`src/rtl/lap_timer_pkg.sv`:
```
// Shared race-timing definitions: FSM encoding and the centisecond divisor.
package lap_timer_pkg;

    typedef enum logic [1:0] {
        S_IDLE    = 2'd0,
        S_RUNNING = 2'd1,
        S_DONE    = 2'd2
    } race_state_e;

    localparam int CENTISEC_PER_SEC = 100;

    // Clock cycles per centisecond; clamped so a tiny CLK_FREQ still ticks.
    function automatic int centisec_div(input int clk_freq);
        return (clk_freq / CENTISEC_PER_SEC < 1) ? 1 : clk_freq / CENTISEC_PER_SEC;
    endfunction

endpackage

```
`src/rtl/lap_timer_centisec_tick.sv`:
```
// Centisecond prescaler: counts 0..DIV-1 while enabled, one-cycle tick at terminal count.
module centisec_tick #(
    parameter int DIV = 650000
) (
    input  logic pclk,
    input  logic rst,
    input  logic en,
    input  logic clr,
    output logic tick
);
    localparam int CW = (DIV > 1) ? $clog2(DIV) : 1;
    localparam logic [CW-1:0] TC  = CW'(DIV - 1);
    localparam logic [CW-1:0] ONE = CW'(1);

    logic [CW-1:0] cnt_q, cnt_d;

    always_comb begin
        tick  = en && (cnt_q == TC);
        cnt_d = cnt_q;
        if (clr) begin
            cnt_d = '0;
        end else if (en) begin
            cnt_d = tick ? '0 : cnt_q + ONE;
        end
    end

    always_ff @(posedge pclk or posedge rst) begin
        if (rst) begin
            cnt_q <= '0;
        end else begin
            cnt_q <= cnt_d;
        end
    end

endmodule

```
`src/rtl/lap_timer.sv`:
```
// Race lap timer: counts valid laps, tracks lap/race/last/best times in centiseconds.
//   state     | meaning
//   S_IDLE    | after reset, waiting for the first start
//   S_RUNNING | race in progress, timers counting, lap edges evaluated
//   S_DONE    | TOTAL_LAPS reached, all outputs frozen until start
module lap_timer
    import lap_timer_pkg::*;
#(
    parameter int CLK_FREQ   = 65000000,
    parameter int TOTAL_LAPS = 3,
    parameter int TIME_W     = 16
) (
    input  logic              pclk,
    input  logic              rst,
    input  logic              start,
    input  logic              lap_finished,
    input  logic              checkpoints_passed,
    output logic [3:0]        lap_count,
    output logic [TIME_W-1:0] lap_time,
    output logic [TIME_W-1:0] last_lap,
    output logic [TIME_W-1:0] best_lap,
    output logic [TIME_W-1:0] race_time,
    output logic              lap_valid,
    output logic              race_done
);
    localparam int              DIV      = centisec_div(CLK_FREQ);
    localparam logic [TIME_W-1:0] T_MAX  = '1;
    localparam logic [TIME_W-1:0] T_ONE  = TIME_W'(1);
    localparam logic [3:0]      LAPS_END = 4'(TOTAL_LAPS);

    race_state_e       state_q, state_d;
    logic              lap_fin_q, lap_fin_d;
    logic              armed_q, armed_d;
    logic [3:0]        lap_count_q, lap_count_d;
    logic [TIME_W-1:0] lap_time_q, lap_time_d;
    logic [TIME_W-1:0] last_lap_q, last_lap_d;
    logic [TIME_W-1:0] best_lap_q, best_lap_d;
    logic [TIME_W-1:0] race_time_q, race_time_d;
    logic              lap_valid_q, lap_valid_d;

    logic running, tick, lap_edge, lap_ok;

    centisec_tick #(.DIV(DIV)) u_tick (
        .pclk (pclk),
        .rst  (rst),
        .en   (running),
        .clr  (start),
        .tick (tick)
    );

    // Start always wins over a coincident lap edge.
    assign lap_edge = lap_finished && !lap_fin_q && running && !start;
    assign lap_ok   = lap_edge && (armed_q || checkpoints_passed);

    always_ff @(posedge pclk or posedge rst) begin
        if (rst) begin
            state_q <= S_IDLE;
        end else begin
            state_q <= state_d;
        end
    end

    always_comb begin
        state_d = state_q;
        unique case (state_q)
            S_IDLE:    if (start) state_d = S_RUNNING;
            S_RUNNING: if (!start && lap_ok && (lap_count_q + 4'd1 == LAPS_END)) state_d = S_DONE;
            S_DONE:    if (start) state_d = S_RUNNING;
            default:   state_d = S_IDLE;
        endcase
    end

    always_comb begin
        running   = (state_q == S_RUNNING);
        race_done = (state_q == S_DONE);
    end

    always_comb begin
        lap_fin_d   = lap_finished;
        armed_d     = armed_q;
        lap_count_d = lap_count_q;
        lap_time_d  = lap_time_q;
        last_lap_d  = last_lap_q;
        best_lap_d  = best_lap_q;
        race_time_d = race_time_q;
        lap_valid_d = 1'b0;
        if (start) begin
            armed_d     = 1'b0;
            lap_count_d = '0;
            lap_time_d  = '0;
            last_lap_d  = '0;
            best_lap_d  = T_MAX;
            race_time_d = '0;
        end else if (running) begin
            if (lap_edge) begin
                armed_d = 1'b0;
            end else if (checkpoints_passed) begin
                armed_d = 1'b1;
            end
            if (tick && race_time_q != T_MAX) begin
                race_time_d = race_time_q + T_ONE;
            end
            if (lap_ok) begin
                lap_valid_d = 1'b1;
                lap_count_d = lap_count_q + 4'd1;
                last_lap_d  = lap_time_q;
                best_lap_d  = (lap_time_q < best_lap_q) ? lap_time_q : best_lap_q;
                lap_time_d  = '0;
            end else if (tick && lap_time_q != T_MAX) begin
                lap_time_d = lap_time_q + T_ONE;
            end
        end
    end

    always_ff @(posedge pclk or posedge rst) begin
        if (rst) begin
            lap_fin_q   <= 1'b0;
            armed_q     <= 1'b0;
            lap_count_q <= '0;
            lap_time_q  <= '0;
            last_lap_q  <= '0;
            best_lap_q  <= T_MAX;
            race_time_q <= '0;
            lap_valid_q <= 1'b0;
        end else begin
            lap_fin_q   <= lap_fin_d;
            armed_q     <= armed_d;
            lap_count_q <= lap_count_d;
            lap_time_q  <= lap_time_d;
            last_lap_q  <= last_lap_d;
            best_lap_q  <= best_lap_d;
            race_time_q <= race_time_d;
            lap_valid_q <= lap_valid_d;
        end
    end

    assign lap_count = lap_count_q;
    assign lap_time  = lap_time_q;
    assign last_lap  = last_lap_q;
    assign best_lap  = best_lap_q;
    assign race_time = race_time_q;
    assign lap_valid = lap_valid_q;

endmodule

```
`config.mk`:
```
export PLATFORM = sky130hd
export DESIGN_NAME = lap_timer
export DESIGN_NICKNAME = d
export VERILOG_FILES = /design/src/rtl/lap_timer_pkg.sv /design/src/rtl/lap_timer_centisec_tick.sv /design/src/rtl/lap_timer.sv
export SDC_FILE = /design/constraint.sdc
export NUM_CORES = 1
export LEC_CHECK = 0
export ABC_AREA = 1
export CORE_MARGIN = 2
export CORE_UTILIZATION = 50
export DETAILED_ROUTE_END_ITERATION = 10
export PLACE_DENSITY = 0.85
export SLEW_MARGIN = 20
export SYNTH_ARGS = -nofsm -noshare
export SYNTH_HDL_FRONTEND = slang
export SYNTH_SLANG_ARGS = --single-unit
```
`constraint.sdc`:
```
create_clock -name pclk -period 3 [get_ports pclk]
set_input_delay 0.6 -clock pclk [delete_from_list [all_inputs] [get_ports pclk]]
set_output_delay 0.6 -clock pclk [all_outputs]
set_load 0.005 [all_outputs]
```
Yosys cells after proc, flatten, opt, wreduce, memory -nomap -nowiden
Cells that the tools add are included.
Storage, ports and cells
  flip-flop bits (word level): 93
  output and inout bits: 70
Operators by class
  add/subtract/negate cells: 4
  magnitude comparators: 1
  equal/unequal tests: 8
  muxes and demuxes: 30
  reduce and logical (&&, ||, !) cells: 26
Operator list (count)
  two-way mux 16 bit: 14
  two-way mux 20 bit: 3
  adder 16 x 1 -> 16 bit, second input constant: 2
  != test 16 bit, second input constant: 2
  adder 20 x 1 -> 20 bit, second input constant: 1
  equality test 20 bit, second input constant: 1
  < comparator 16 bit: 1
  two-way mux 4 bit: 3
  AND reduction 2 bit: 5
  logical AND 1 bit: 9
  nonzero test 2 bit: 4
  two-way mux 1 bit: 7
  nonzero test 3 bit: 2
  adder 4 x 1 -> 4 bit, second input constant: 1
  equality test 4 x 2 -> 1 bit, second input constant: 1
  two-way mux 2 bit: 2
  != test 2 x 1 -> 1 bit, second input constant: 2
  case mux 2 bit (2 select lines): 1
  AND reduction 3 bit: 1
  equality test 2 x 1 -> 1 bit, second input constant: 1
  equality test 2 bit, second input constant: 1
  zero test 1 bit: 2
  zero test 2 bit: 1
  OR reduction 2 bit: 1
  logical OR 1 bit: 1

Logic depth before layout (Yosys ltp)
Gate-level depths: netlist (run 1).
  depth in word-level cells: 9
  gate-level depth with buffers: 14

Modules after synthesis
Synthesis (run 1) repeated with hierarchy kept, for this count alone.
Unflattened totals
  cell total of the unflattened synthesis: 711
  area, all modules: 5529.1 um2
Modules (own cells, without submodules)
  lap_timer: times used 1, cells an instance 537, area each 4226.6 um2, seq. area each 1846.8 um2
  centisec_tick: times used 1, cells an instance 174, area each 1302.5 um2, seq. area each 500.5 um2

Worst setup path after synthesis (run 1)
OpenSTA, ideal clock, no wires.
  path kind: flip-flop to flip-flop
  start point: reg best_lap_q[15], in the netlist best_lap[15]
  end point: reg best_lap_q[0], in the netlist best_lap[0]
  library setup time: 0.076 ns
  data arrival time: 1.707 ns
  required time: 2.924 ns
  setup slack: 1.217 ns
  cell stages (with the launch flop): 11
  cells stage by stage: dfstp_2 > inv_1 > ha_1 > nand2_1 > nor4_1 > nand2_1 > nand2_2 > nand2_2 > buf_6 > nand2_1 > nand2_1
On the way
  longest elaborated chain between the ends: 3
RTL lines
  from (decl): line lap_timer.sv:37  | logic [TIME_W-1:0] best_lap_q, best_lap_d;
  from (signal assigned): line lap_timer.sv:131  | best_lap_q <= best_lap_d;
  < comparator 16 bit: line lap_timer.sv:107  | best_lap_d = (lap_time_q < best_lap_q) ? lap_time_q : best_lap_q;
  nonzero test 2 bit (no line)
  AND reduction 3 bit (no line)
No other way between the ends.
A chain may end at the register's enable or synchronous reset.

Worst setup path after layout (run 1)
  start point: reg best_lap_q[15], in the netlist best_lap[15]
  end point: reg best_lap_q[9], in the netlist best_lap[9]
Same word-level chain as after synthesis.

==> flow_summary.json, run 1 <==
{
  "clockBufferDepth": 2,
  "hp-class": "reg2reg",
  "tns_ns": 0,
  "place_ws_ns": 0.449,
  "grt_pass1_wl_um": 22300,
  "pwr-share-clk_pct": 35.1,
  "syn_avg_cell_area_um2": 7.76,
  "antenna_found_initial": 0,
  "peakVddDrop_uv": 255,
  "post-route-period-util_pct": 79.9,
  "cts_resized": 0,
  "cp_cell_sequence": "inv_1 -> ha_1 -> nand2_1 -> nor4_1 -> nand2_1 -> nand2_2 -> nand2_2 -> nand2_1 -> nand2_1",
  "slowest_delay_ns": 0.55,
  "hpwl_um": 9590,
  "setup_viol": 0,
  "final_nets": 780,
  "power.density_nw_per_um2": 422,
  "start_kind": "flip-flop",
  "drc": 0,
  "synth_top_family_by_area": "simple AND/OR/NAND/NOR gates",
  "cts_buffers": 9,
  "synth_edf_count": 0,
  "top_usage_layer": "met2",
  "clock_sinks": 93,
  "fp-row-count": 37,
  "use_met3_pct": 3.16,
  "gr-usage-met2_pct": 39.1,
  "yosysSeqAreaShare_pct": 44.3,
  "synth-simple-area-share_pct": 31.2,
  "core_um2": 10300,
  "port_buffers": 74,
  "setup_ws_ns": 0.604,
  "synth_cells": 683,
  "wire_per_inst_um": 14.7,
  "layout-drive-gt1-share_pct": 10.3,
  "grt_overflow_total": 0,
  "rsz0062_at_grt": "no",
  "dieArea_um2": 11400,
  "vias_per_cell": 5.33,
  "finClkSkew_ns": 0.00615,
  "p_int_mw": 1.97,
  "met1_usage_pct": 33.6,
  "gp_congestion": 0.920,
  "insertion_delay_ns": 0.37,
  "cts_tree": "done",
  "ys_async_sr_fraction_pct": 100,
  "post_cts_buffers": 0,
  "synth_seq_cells": 93,
  "postRouteAntennaNets": 0,
  "combPwrFrac_pct": 13.5,
  "clk_pin_slew_ns": 0.09,
  "h-tree-depth": 3,
  "antennaDiodeCount": 0,
  "drt-total-wl_um": 13200,
  "slew_headroom_pct": 56.0,
  "endpoint_kind": "flip-flop",
  "grt_max_degree": 41,
  "synthXorXnorAreaFrac_pct": 4.63,
  "cp_max_fo": 17,
  "postCtsHoldBufs": 0,
  "timing.final.hold_violations": 0,
  "synth_compound_area_share_pct": 7.91,
  "drtIter0Drc": 255,
  "fmax_ghz": 0.417,
  "start_util_pct": 51.3,
  "chipHeight_um": 107,
  "p_sw_mw": 0.723,
  "criticalPathCategory": "reg2reg",
  "synth_cell_types": 36,
  "cts-root-buf": "clkbuf_8",
  "synth_nets": 708,
  "seqPwrFrac_pct": 51.4,
  "ys.flop_type": "dfrtp_1",
  "synthesis.area_um2": 5300,
  "die_w_um": 107,
  "areaGrowthSynthToFinish_pct": 20.4,
  "critPathSlowestCell": "dfstp_2",
  "fin_crit_ns": 2.40,
  "firstDrtPassIters": 5,
  "worstMarginPinSlew_ns": 0.659,
  "io_pins": 75,
  "p_sw_share_pct": 26.9,
  "final_max_slew_viol_count": 0,
  "maxCapViolCount": 0,
  "synth.mux.area_fraction_pct": 0,
  "power_leakage_nw": 2.94,
  "synth_fa_ha_area_share_pct": 4.72,
  "num-fill-cells": 923,
  "grt_usage_pct": 24.5,
  "status": "complete, no violations",
  "worstPathArrival_ns": 2.70,
  "first_global_vias": 4703,
  "yosysWarnings": 0,
  "via_count": 4772,
  "cpMostUsedCell": "nand2_1",
  "critPathRequiredTime_ns": 3.31
}
==> cell type report <==
| cell class | count | area [um2] | area share (%) |
|---|---|---|---|
| clock buffer | 10 | 138 | 2.16 |
| clock inverter | 6 | 86.3 | 1.35 |
| inverter | 70 | 267 | 4.18 |
| multi-input combinational | 500 | 2570 | 40.2 |
| sequential | 93 | 2350 | 36.8 |
| tap | 136 | 170 | 2.67 |
| timing repair buffer | 81 | 806 | 12.6 |
==> cell families after synthesis <==
group / Yosys count
buffers and inverters: 90
flip-flops: 93
adder cells (fa/ha/maj): 20
XOR/XNOR: 28
AO/OA/AOI/OAI: 72
AND/OR/NAND/NOR: 380
==> synthesized netlist by cell type (all sizes together) (2+ instances only) <==
| master | n | share of area, % |
|---|---|---|
| dfstp | 16 | 7.9 |
| clkbuf | 6 | 0.42 |
| inv | 70 | 5.0 |
| ha | 20 | 4.7 |
| xnor2 | 5 | 0.83 |
| o21ai | 51 | 5.7 |
| nand2 | 208 | 15 |
| nor2 | 76 | 5.6 |
| nand4 | 13 | 1.7 |
| nor3 | 16 | 1.7 |
| a211oi | 2 | 0.28 |
| dfrtp | 77 | 36 |
| nand3 | 64 | 6.6 |
| a21oi | 15 | 1.4 |
| xor2 | 23 | 3.8 |
| buf | 14 | 1.9 |
==> sequential cells by signal, summed over array words and instances, names as in the netlist <==
signal	count
lap_time	16
armed_q	1
lap_count	4
best_lap	16
u_tick.cnt_q	20
state_q	2
last_lap	16
lap_valid	1
race_time	16
lap_fin_q	1
==> placed cells by master, fill, tap and decap left out, types with 14 or more instances in the layout <==
cell type        synthesis  routed
nor3_1                  14      14
xor2_1                  23      23
dfrtp_1                 77      77
nor2_1                  72      72
inv_1                   63      62
o21ai_0                 37      37
nand3_1                 58      58
ha_1                    20      20
nand2_1                203     203
clkdlybuf4s50_1          0      74
dfstp_2                 16      16
a21oi_1                 15      15
==> routing by layer <==
metal	up-vias	routed length, um	part of all wire [%]
met3	26	760	5.8
met5	-	0	0
met1	2241	5920	45
met2	175	6210	47
li1	2330	-	-
met4	0	310	2.3
==> critical path: cells and delay by family (launching register included) <==
family | cells | cell delay [ns]
fa+ha+maj | 1 | 0.29
flops | 1 | 0.55
simple gates | 7 | 1.42
buf+inv | 1 | 0.05
==> metrics by stage <==
step                power (mW)  util, %  area [um2]  hold slack [ns]  std cells
global route              2.81     61.8        6380            0.521        896
finish                    2.69     61.8        6380            0.499        896
global placement          1.75     59.6        6160            0.472        880
detailed placement        1.77     59.6        6160            0.477        880
floorplan                 1.62        -        5300            0.462        683
CTS                       2.70     61.8        6380            0.500        896
==> path summary, 6_finish.rpt <==
check                             endpoint  slack, ns         start  cells after the start
max in group asynchronous      best_lap[8]       1.63           rst                      3
setup reg to reg               best_lap[9]       0.60  best_lap[15]                      9
setup / recovery               best_lap[9]       0.60  best_lap[15]                      9
hold reg to reg                last_lap[8]       0.50   last_lap[8]                      2
hold / removal                 last_lap[8]       0.50   last_lap[8]                      2
min in group asynchronous  u_tick.cnt_q[1]       0.62           rst                      2
==> power groups by stage <==
stage / clock [mW] / sequential, mW / combinational, mW
6_report: 0.944 / 1.38 / 0.364
3_3_place_gp: 0 / 1.40 / 0.351
2_1_floorplan: 0 / 1.40 / 0.220
3_5_place_dp: 0 / 1.41 / 0.363
5_1_grt: 1.01 / 1.39 / 0.413
4_1_cts: 0.951 / 1.38 / 0.368
Power figures use the tool's default switching activity.
==> run 2, diff against run 1 <==
- PLACE_DENSITY: 0.85 -> 0.82
- clock period: 3 -> 2.25 ns (I/O delays scaled with it)
==> flow_summary.json, run 2 (same netlist as run 1, synthesis figures left out) <==
{
  "port_buffers": 74,
  "criticalPathCategory": "reg2reg",
  "dpl.cell_count": 889,
  "h-tree-depth": 3,
  "place_ws_ns": 0.130,
  "grt_pass1_wl_um": 22300,
  "via_count": 4828,
  "final_common_cell": "nand2_1",
  "grt_max_degree": 35,
  "post-route-period-util_pct": 90.3,
  "setup_viol": 0,
  "fmax_ghz": 0.492,
  "firstDrtPassIters": 5,
  "peakVddDrop_uv": 306,
  "maxCapViolCount": 0,
  "wire_per_inst_um": 14.5,
  "rsz0062_at_grt": "no",
  "num-fill-cells": 879,
  "cp_cell_sequence": "ha_1 -> nand3_2 -> nor2_2 -> nand3_2 -> nand3_2 -> nand2_4 -> nand3_1 -> o21ai_2",
  "postRouteAntennaNets": 0,
  "reg2reg_from": "lap_time[1]",
  "path_delay_family": "simple AND/OR/NAND/NOR gates",
  "fp-row-count": 37,
  "fin_crit_ns": 2.03,
  "clk_pin_slew_ns": 0.10,
  "hold_ws_ns": 0.482,
  "cts_buffers": 9,
  "antenna_found_initial": 0,
  "critPathRequiredTime_ns": 2.51,
  "regMostFlops": "u_tick.cnt_q",
  "cpMostUsedCell": "nand3_2",
  "final_nets": 789,
  "final_cell_mix": "nand2_1, dfrtp_1, clkdlybuf4s50_1",
  "clock_sinks": 93,
  "reg2reg_slack_ns": 0.22,
  "reg2regPathDepth": 8,
  "power_leakage_nw": 2.98,
  "grt_overflow_total": 0,
  "dieArea_um2": 11400,
  "final_max_slew_viol_count": 0,
  "finClkSkew_ns": 0.0170,
  "cp_max_fo": 28,
  "slew_headroom_pct": 60.7,
  "tns_ns": 0,
  "insertion_delay_ns": 0.38,
  "cts-root-buf": "clkbuf_8",
  "postCtsHoldBufs": 0,
  "drc": 0,
  "die_w_um": 107,
  "first_global_vias": 4670,
  "endpoint_kind": "flip-flop",
  "timing.final.hold_violations": 0,
  "io_pins": 75,
  "r2r_end": "lap_time[10]",
  "worstPathArrival_ns": 2.29,
  "hp-class": "in2async",
  "largest_reg_flops": 20,
  "setup_ws_ns": 0.219,
  "core_um2": 10300,
  "instances_no_fill": 905,
  "status": "complete, no violations",
  "slowest_delay_ns": 0.49,
  "hpwl_um": 9680,
  "drt-total-wl_um": 13100,
  "power.density_nw_per_um2": 531,
  "chipHeight_um": 107,
  "layout-drive-gt1-share_pct": 11.3,
  "areaGrowthSynthToFinish_pct": 21.4,
  "clockBufferDepth": 2,
  "antennaDiodeCount": 0,
  "gp_congestion": 0.856,
  "vias_per_cell": 5.33,
  "timing.critical_path.buf_inv": 0,
  "post_cts_buffers": 0,
  "cts_resized": 0,
  "drtIter0Drc": 318,
  "start_kind": "flip-flop",
  "worstMarginPinSlew_ns": 0.588,
  "critPathSlowestCell": "dfrtp_1",
  "start_util_pct": 51.3,
  "grt_usage_pct": 24.6,
  "cts_tree": "done"
}
## run 2: worst max path at each step
stage | startpoint | cells past startpoint | endpoint
2_1_floorplan | best_lap[15] | 10 | best_lap[0]
3_3_place_gp | lap_finished | 9 | lap_time[1]
3_5_place_dp | lap_finished | 9 | lap_time[4]
4_1_cts | lap_time[1] | 8 | lap_time[3]
5_1_grt | best_lap[15] | 9 | best_lap[15]
6_report | lap_time[1] | 8 | lap_time[10]
## run 2: per-layer routing
layer,vias up,global-route usage (%),part of all wire [%]
li1,2354,-,-
met1,2268,34.2,45
met2,187,38.1,46
met3,19,4.80,7.3
met4,0,9.37,1.8
met5,-,0,0
## run 2: area by class of cell
| cell class | instances | area [um2] | area share, % |
|---|---|---|---|
| Timing Repair Buffer | 90 | 898 | 14.0 |
| Sequential cell | 93 | 2350 | 36.5 |
| Clock inverter | 6 | 43.8 | 0.681 |
| Tap cell | 136 | 170 | 2.65 |
| Inverter | 70 | 269 | 4.18 |
| Multi-Input combinational cell | 500 | 2570 | 39.9 |
| Clock buffer | 10 | 138 | 2.14 |
## run 2: power breakdown
part / switching, mW / total (mW) / internal (mW) / leakage, nW
clock: 0.636 / 1.07 / 0.438 / 0.0930
combinational: 0.290 / 0.497 / 0.207 / 1.65
sequential: 0.0749 / 1.85 / 1.77 / 1.23
## run 2: stage by stage
stage	area (um2)	power [mW]	utilization, %
2_1_floorplan	5300	2.16	-
3_3_place_gp	6250	2.35	60.6
3_5_place_dp	6250	2.38	60.6
4_1_cts	6430	3.43	62.3
5_1_grt	6430	3.57	62.3
6_report	6430	3.42	62.3
==> run 3, diff against run 2 <==
- CORE_UTILIZATION: 50 -> 55
- PLACE_DENSITY: 0.82 -> 0.88
==> flow_summary.json, run 3 (same netlist as run 1, synthesis figures left out) <==
{
  "postCtsHoldBufs": 0,
  "wire_per_inst_um": 14.5,
  "clock_sinks": 93,
  "firstDrtPassIters": 5,
  "reg2reg_from": "best_lap[15]",
  "final_nets": 785,
  "via_count": 4847,
  "vias_per_cell": 5.42,
  "setup_viol": 0,
  "final_cell_mix": "nand2_1, dfrtp_1, clkdlybuf4s50_1",
  "num-fill-cells": 768,
  "drt-total-wl_um": 13000,
  "clk_pin_slew_ns": 0.10,
  "drc": 0,
  "reg2regPathDepth": 9,
  "post_cts_buffers": 0,
  "power.density_nw_per_um2": 549,
  "fin_crit_ns": 2.10,
  "start_kind": "flip-flop",
  "hpwl_um": 9360,
  "reg2reg_slack_ns": 0.15,
  "post-route-period-util_pct": 93.4,
  "postRouteAntennaNets": 0,
  "criticalPathCategory": "reg2reg",
  "hp-class": "reg2reg",
  "fmax_ghz": 0.476,
  "rsz0062_at_grt": "no",
  "cp_max_fo": 16,
  "antenna_found_initial": 0,
  "status": "complete, no violations",
  "grt_usage_pct": 26.4,
  "fp-row-count": 35,
  "worstMarginPinSlew_ns": 0.477,
  "io_pins": 75,
  "endpoint": "best_lap[6]",
  "first_global_vias": 4638,
  "cts_buffers": 9,
  "timing.final.hold_violations": 0,
  "gp_congestion": 0.911,
  "worstPathArrival_ns": 2.42,
  "regMostFlops": "u_tick.cnt_q",
  "dieArea_um2": 10400,
  "start_util_pct": 57.1,
  "port_buffers": 74,
  "tns_ns": 0,
  "power_mw": 3.52,
  "die_w_um": 102,
  "peakVddDrop_uv": 286,
  "final_common_cell": "nand2_1",
  "critPathLaunch": "best_lap[15]",
  "cts_tree": "done",
  "grt_pass1_wl_um": 21700,
  "antennaDiodeCount": 0,
  "core_um2": 9280,
  "chipHeight_um": 102,
  "r2r_end": "best_lap[6]",
  "layout-drive-gt1-share_pct": 10.8,
  "final_max_slew_viol_count": 0,
  "insertion_delay_ns": 0.38,
  "largest_reg_flops": 20,
  "h-tree-depth": 3,
  "slew_headroom_pct": 68.2,
  "clockBufferDepth": 2,
  "drtIter0Drc": 268,
  "areaGrowthSynthToFinish_pct": 20.8,
  "cts-root-buf": "clkbuf_8",
  "critPathRequiredTime_ns": 2.56,
  "grt_overflow_total": 0,
  "grt_max_degree": 94,
  "cts_resized": 0,
  "finClkSkew_ns": 0.0119,
  "endpoint_kind": "flip-flop",
  "power_leakage_nw": 2.95,
  "maxCapViolCount": 0
}
==> run 3: cell count changes in the layout (fill, tap and decap cells not counted), sizes merged <==
cell | previous run | this run
buf | 16 | 12
bufinv | 0 | 1
inv | 71 | 72
clkinvlp | 2 | 4
clkinv | 3 | 0
clkbuf | 10 | 9
==> run 3: where the power goes <==
part	internal (mW)	total [mW]	switching (mW)
Clock	0.529	1.18	0.648
Sequential	1.77	1.85	0.0752
Combinational	0.202	0.495	0.293
Total	2.50	3.52	1.02
==> run 3: layout make-up <==
| cell class | count | area (um2) | share of cell area [%] |
|---|---|---|---|
| flip-flops and latches | 93 | 2350 | 36.6 |
| repair buffers | 86 | 856 | 13.4 |
| clock inverters | 7 | 81.3 | 1.27 |
| well taps | 129 | 161 | 2.52 |
| inverters | 70 | 269 | 4.20 |
| multi-input cells | 500 | 2570 | 40.1 |
| clock buffers | 9 | 124 | 1.93 |
==> run 3: worst min-delay path by stage <==
| stage | slack [ns] | startpoint | to | depth (start not counted) |
|---|---|---|---|---|
| after floorplan | 0.46 | state_q[0] | state_q[0] | 1 |
| after global routing | 0.51 | best_lap[12] | best_lap[12] | 2 |
| after CTS | 0.50 | last_lap[15] | last_lap[15] | 2 |
| final | 0.50 | best_lap[6] | best_lap[6] | 2 |
| after global placement | 0.47 | last_lap[15] | last_lap[15] | 2 |
| after detailed placement | 0.48 | last_lap[15] | last_lap[15] | 2 |
==> run 3: per-layer routing <==
metal	share of wire, %	global-route usage [%]	vias up
met4	1.9	11.3	0
li1	-	-	2354
met3	6.7	4.24	22
met1	44	36.2	2301
met2	47	41.7	170
met5	0	0	-
==> run 3: stage by stage <==
step,util (%),hold slack (ns),setup WS (ns),instance area (um2),instances
floorplan,-,0.462,0.467,5300,683
global placement,66.8,0.468,0.154,6200,878
detailed placement,66.8,0.477,0.0898,6200,878
CTS,69.0,0.500,0.169,6400,894
global route,69.0,0.512,0.0549,6400,894
finish,69.0,0.500,0.147,6400,894
==> run 3: critical path, cell delays in order (launching register included) <==
cell and delay [ns]:
dfstp_2 0.56, inv_1 0.07, ha_1 0.29, nand2_1 0.09, nor4_1 0.39, nand2_1 0.13
nand2_2 0.09, nand2_2 0.22, nand2_1 0.15, nand2_1 0.06
